`src/rtl/vga_seq_pkg.sv`:
```
// Shared types and constants for the VGA scene sequencer.
package vga_seq_pkg;

   typedef enum logic [1:0] {
      HOLD     = 2'd0,
      FADE_OUT = 2'd1,
      FADE_IN  = 2'd2
   } seq_state_t;

   localparam logic [1:0] FADE_MAX = 2'd3;
   localparam logic [1:0] FADE_MIN = 2'd0;

endpackage

```
`src/rtl/frame_edge_detect.sv`:
```
// Turns the vblank level into a one-cycle frame event on its rising edge.
// The history register comes out of reset high so that a vblank already
// asserted at reset release is not mistaken for a new frame.
module frame_edge_detect (
   input  logic clk,
   input  logic rst_n,
   input  logic vblank,
   output logic frame_evt
);

   logic vblank_q;

   // Previous-cycle vblank, reset high to suppress a spurious first edge.
   always_ff @(posedge clk or negedge rst_n) begin
      if (!rst_n) vblank_q <= 1'b1;
      else        vblank_q <= vblank;
   end

   assign frame_evt = vblank & ~vblank_q;

endmodule

```
`src/rtl/vga_scene_sequencer.sv`:
```
// Frame-rate controller: per-frame scroll offset plus scene sequencing with
// a four-level fade between scenes. Everything advances only on frame events.
module vga_scene_sequencer
   import vga_seq_pkg::*;
#(
   parameter int OFFSET_W         = 10,
   parameter int FRAMES_PER_SCENE = 120,
   parameter int NUM_SCENES       = 4
) (
   input  logic                clk,
   input  logic                rst_n,
   input  logic                vblank,
   input  logic [2:0]          cfg_speed,
   input  logic                cfg_dir,
   input  logic                cfg_pause,
   input  logic                cfg_auto,
   input  logic [1:0]          cfg_scene_sel,
   output logic [OFFSET_W-1:0] scroll_x,
   output logic [1:0]          scene,
   output logic [1:0]          fade_level,
   output logic                transitioning,
   output logic                frame_tick
);

   localparam int CNT_W = $clog2(FRAMES_PER_SCENE) + 1;
   localparam logic [CNT_W-1:0] CNT_LAST = CNT_W'(FRAMES_PER_SCENE - 1);
   localparam logic [1:0] LAST_SCENE = 2'(NUM_SCENES - 1);

   logic                frame_evt;
   seq_state_t          state;
   logic [CNT_W-1:0]    frame_cnt;
   logic [1:0]          target;
   logic [OFFSET_W-1:0] step;
   logic [1:0]          scene_inc;
   logic                sel_ok;

   frame_edge_detect u_edge (
      .clk       (clk),
      .rst_n     (rst_n),
      .vblank    (vblank),
      .frame_evt (frame_evt)
   );

   assign step          = {{(OFFSET_W-3){1'b0}}, cfg_speed};
   assign scene_inc     = (scene == LAST_SCENE) ? 2'd0 : scene + 2'd1;
   assign sel_ok        = (int'(cfg_scene_sel) < NUM_SCENES) && (cfg_scene_sel != scene);
   assign transitioning = (state != HOLD);

   // Frame tick is the event delayed one cycle, aligned with output updates.
   always_ff @(posedge clk or negedge rst_n) begin
      if (!rst_n) frame_tick <= 1'b0;
      else        frame_tick <= frame_evt;
   end

   // Scroll accumulator: wraps naturally at 2^OFFSET_W, independent of scenes.
   always_ff @(posedge clk or negedge rst_n) begin
      if (!rst_n) begin
         scroll_x <= '0;
      end else if (frame_evt && !cfg_pause) begin
         scroll_x <= cfg_dir ? scroll_x - step : scroll_x + step;
      end
   end

   // Scene FSM: hold, fade down to black, swap scene, fade back up.
   always_ff @(posedge clk or negedge rst_n) begin
      if (!rst_n) begin
         state      <= HOLD;
         frame_cnt  <= '0;
         target     <= 2'd0;
         scene      <= 2'd0;
         fade_level <= FADE_MAX;
      end else if (frame_evt) begin
         case (state)
            HOLD: begin
               if (cfg_auto) begin
                  if (frame_cnt == CNT_LAST) begin
                     target     <= scene_inc;
                     state      <= FADE_OUT;
                     fade_level <= FADE_MAX - 2'd1;
                     frame_cnt  <= '0;
                  end else begin
                     frame_cnt  <= frame_cnt + 1'b1;
                  end
               end else begin
                  frame_cnt <= '0;
                  if (sel_ok) begin
                     target     <= cfg_scene_sel;
                     state      <= FADE_OUT;
                     fade_level <= FADE_MAX - 2'd1;
                  end
               end
            end
            FADE_OUT: begin
               // The black level is held for one full frame before the swap.
               if (fade_level == FADE_MIN) begin
                  scene      <= target;
                  fade_level <= FADE_MIN + 2'd1;
                  state      <= FADE_IN;
               end else begin
                  fade_level <= fade_level - 2'd1;
               end
            end
            FADE_IN: begin
               fade_level <= fade_level + 2'd1;
               if (fade_level == FADE_MAX - 2'd1) begin
                  state     <= HOLD;
                  frame_cnt <= '0;
               end
            end
            default: begin
               state      <= HOLD;
               fade_level <= FADE_MAX;
               frame_cnt  <= '0;
            end
         endcase
      end
   end

endmodule

```
`config.mk`:
```
export PLATFORM = sky130hd
export DESIGN_NAME = vga_scene_sequencer
export DESIGN_NICKNAME = d
export VERILOG_FILES = /design/src/rtl/vga_seq_pkg.sv /design/src/rtl/frame_edge_detect.sv /design/src/rtl/vga_scene_sequencer.sv
export SDC_FILE = /design/constraint.sdc
export NUM_CORES = 1
export LEC_CHECK = 0
export BUFFER_PORTS_ARGS = -buffer_cell sky130_fd_sc_hd__buf_4
export CORE_MARGIN = 5
export CORE_UTILIZATION = 45
export DETAILED_ROUTE_END_ITERATION = 8
export GPL_TIMING_DRIVEN = 0
export HOLD_SLACK_MARGIN = 0.03
export PLACE_DENSITY = 0.71
export SYNTH_ARGS = -nofsm -noshare
export SYNTH_HDL_FRONTEND = slang
export SYNTH_SLANG_ARGS = --single-unit
```
`constraint.sdc`:
```
create_clock -name clk -period 3.3 [get_ports clk]
set_input_delay 0.165 -clock clk [delete_from_list [all_inputs] [get_ports clk]]
set_output_delay 0.165 -clock clk [all_outputs]
set_load 0.01 [all_outputs]
```
==> impl_metrics.ini <==
[die]
pin_count = 27
num_rows = 23
coreArea_sq_mm = 0.00403
fp.dieW_um = 74.7
die_y_um = 74.7
die-area_sq_mm = 0.00557
initial_utilization_pct = 46.7

[global_routing]
grtUsageMet1_pct = 21.6
busiest_layer = met2
met3_usage_pct = 2.00
grt_pass1_wl_um = 6570
grt_pass1_vias = 1453
grt.overflow.total = 0
grt_usage_pct = 15.2
grt_max_degree = 29
met2_usage_pct = 23.9
antenna_found_initial = 0

[yosys]
synth_top_cell_by_area = dfrtp_1
synth_fa_ha_area_share_pct = 11.7
synthesis.nets = 235
syn_inst = 207
synth.distinct_cells = 46
synth_common_cells = dfrtp_1 (25), o21ai_0 (21), nand2_1 (19), inv_1 (18), nor2_1 (17)
synth_top_family_by_area = compound AO/OA/AOI/OAI gates
ys.warnings.count = 0
ys_ff_latch = 28
synth_xor_area_share_pct = 3.72
synth-edff-count = 0
avgSynthCellArea_sq_um = 9.09
synth_compound_area_share_pct = 19.9
synth_seq_area_share_pct = 37.4
ys_async_sr_fraction_pct = 100
synth.area.top_cells = dfrtp_1 (33%), ha_1 (11%), o21ai_0 (5.6%)
yosys.area_share.simple_pct = 19.3
yosysTopAreaCellShare_pct = 33.2
synth_mux_area_share_pct = 3.46
synth_ff_type = dfrtp_1
yosysMostFrequentCell = dfrtp_1
syn_area_sq_mm = 0.00188

[setup_path]
crit_type = register to register
slowest_delay_ps = 430
critPathLaunchType = register
arrival_ps = 2490
path_cells = inv_1 -> ha_1 -> fa_1 -> nor2b_1 -> o21a_1 -> o21ai_1 -> a2111o_1 -> and3_1 -> o31ai_2
reg2reg_slack_ps = 1000
critPathSlowestCell = fa_1
path_max_fanout = 3
ff2ff_path_depth = 9
worstPathRequired_ps = 3500
worst-path-buf-inv = 1
rr_startpoint = scroll_x[0]$_DFFE_PN0P_
r2r-end = scroll_x[8]$_DFFE_PN0P_
end_kind = register
crit_family = compound AO/OA/AOI/OAI gates

[clock_network]
cts.sinks = 28
cts_inserted_buffers = 3
clk_pin_slew_ps = 100
cts_tree = built
post_cts_buffers = 0
cts_root_buffer = clkbuf_8
insertion_delay_ps = 280
post_cts_resized = 0
cts_max_path_buffers = 2
cts_max_level = 1

[route]
vias_per_cell = 5.38
drt_iter0_markers = 85
vias = 1548
antenna_left = 0
routed_wl_um = 3750
routedWlPerCell_um = 13.0
drc_errors = 0
dr.pass1.iters = 4

[timing]
fmax_mhz = 436
max_slew_margin_pct = 69.4
setup_viol = 0
tns_ps = 0
holdWs_ps = 172
finalMaxSlewViolations = 0
worst_slack_ps = 1000
finalHoldViolCount = 0
worst_pin_slew_ps = 457
rsz0062_at_grt = false
finalClockSkew_ps = 3.14
finalWorstPathRequiredPeriod_ps = 2300
finalCritPeriodShare_pct = 69.6

[placement]
numPortBuffers = 25
dpl.hpwl_um = 2830
preCtsSetupSlack_ps = 797
gp_congestion = 0.886

[power_and_ir_drop]
p_per_area_mw_per_mm2 = 781
power.leakage_nw = 1.06
ir_worst_vdd_mv = 0.397

[hold_path]
hp-start = cfg_scene_sel[1]
hold_class = input pin to register
holdPathEnd = target[1]$_DFFE_PN0P_
hold_path_depth = 3

[finish]
layout-drive-gt1-share_pct = 21.0
fin_nets = 267
fillCellCount = 379
area_delta_synth_final_pct = 17.3
num_antenna_cells = 0

[flow_run]
cap_viol_max_count = 0

[run_status]
outcome = completed
## per-layer routing
metal	share of wire (%)	up-vias	routed length (um)
met5	0	-	0
met4	1.5	0	56
met3	2.8	5	104
met2	45	19	1690
met1	51	727	1900
li1	-	797	-
## state kept, by name, summed over array words and instances (netlist names)
register,flops
scroll_x,10
frame_cnt,8
fade_level,2
scene,2
state,2
target,2
frame_tick,1
u_edge.vblank_q,1
## worst reg2reg max path, delay by kind of cell (launching register included)
kind,cells,cell delay (ps)
adder cells (fa/ha/maj),2,630
flip-flops,1,370
AO/OA/AOI/OAI,4,810
buffers and inverters,1,50
AND/OR/NAND/NOR,2,340
## layout make-up
class                      instances  area (sq um)  area share [%]
sequential                        28           704            31.9
buffer                             3          11.3           0.510
tap                               50          62.6            2.83
multi-input combinational        157          1090            49.5
inverter                          19          72.6            3.29
timing repair buffer              27           208            9.41
clock buffer                       4          55.1            2.49
## logic make-up after synthesis
group	count (synthesis)
AOI/OAI and AO/OA	56
DFF	28
buffers and inverters	22
xor gates and xnor gates	8
adders and majority gates	17
and+or+nand+nor	70
muxes	6
## report_power, final
part | total, mW | switching, mW | internal (mW)
registers | 0.586 | 0.117 | 0.469
clock network | 0.222 | 0.115 | 0.107
logic | 0.915 | 0.490 | 0.426
total | 1.72 | 0.722 | 1.00
## worst max-delay path by stage
stage	from	to	slack, ps	cells past startpoint
2_1_floorplan	cfg_speed[0]	scroll_x[8]$_DFFE_PN0P_	1070	10
3_3_place_gp	cfg_speed[0]	scroll_x[6]$_DFFE_PN0P_	820	12
3_5_place_dp	cfg_speed[0]	scroll_x[8]$_DFFE_PN0P_	800	11
4_1_cts	scroll_x[0]$_DFFE_PN0P_	scroll_x[8]$_DFFE_PN0P_	1000	9
5_1_grt	scroll_x[0]$_DFFE_PN0P_	scroll_x[8]$_DFFE_PN0P_	920	9
6_report	scroll_x[0]$_DFFE_PN0P_	scroll_x[8]$_DFFE_PN0P_	1000	9
## layout by cell type, fill, tap and decap left out, types with 3 or more instances in the layout
cell type	count
a211oi_1	3
inv_1	18
xnor2_1	3
xor2_1	5
clkbuf_1	3
and3_1	3
mux2_2	4
nor3_1	6
buf_4	25
o21ai_1	6
nor2_1	17
nand2_1	19
dfstp_2	3
a21oi_1	7
o21ai_0	21
nand3_1	5
clkbuf_8	4
nand4_1	3
ha_1	16
dfrtp_1	25
o31ai_1	4
nand2b_1	5
## metrics by stage
step / utilization, % / std cells / instance area, sq um / power, mW
6_report: 54.8 / 288 / 2210 / 1.72
5_1_grt: 54.8 / 288 / 2210 / 1.89
4_1_cts: 54.8 / 288 / 2210 / 1.74
3_5_place_dp: 52.9 / 282 / 2130 / 1.50
3_3_place_gp: 52.9 / 282 / 2130 / 1.49
2_1_floorplan: - / 207 / 1880 / 1.22
## what timing repair did
action | CTS | global route
hold buffers | 2 | 0
endpoints found under the hold margin | 26 | 0
endpoints found under the setup margin | 0 | 0
Power figures use the tool's default switching activity.
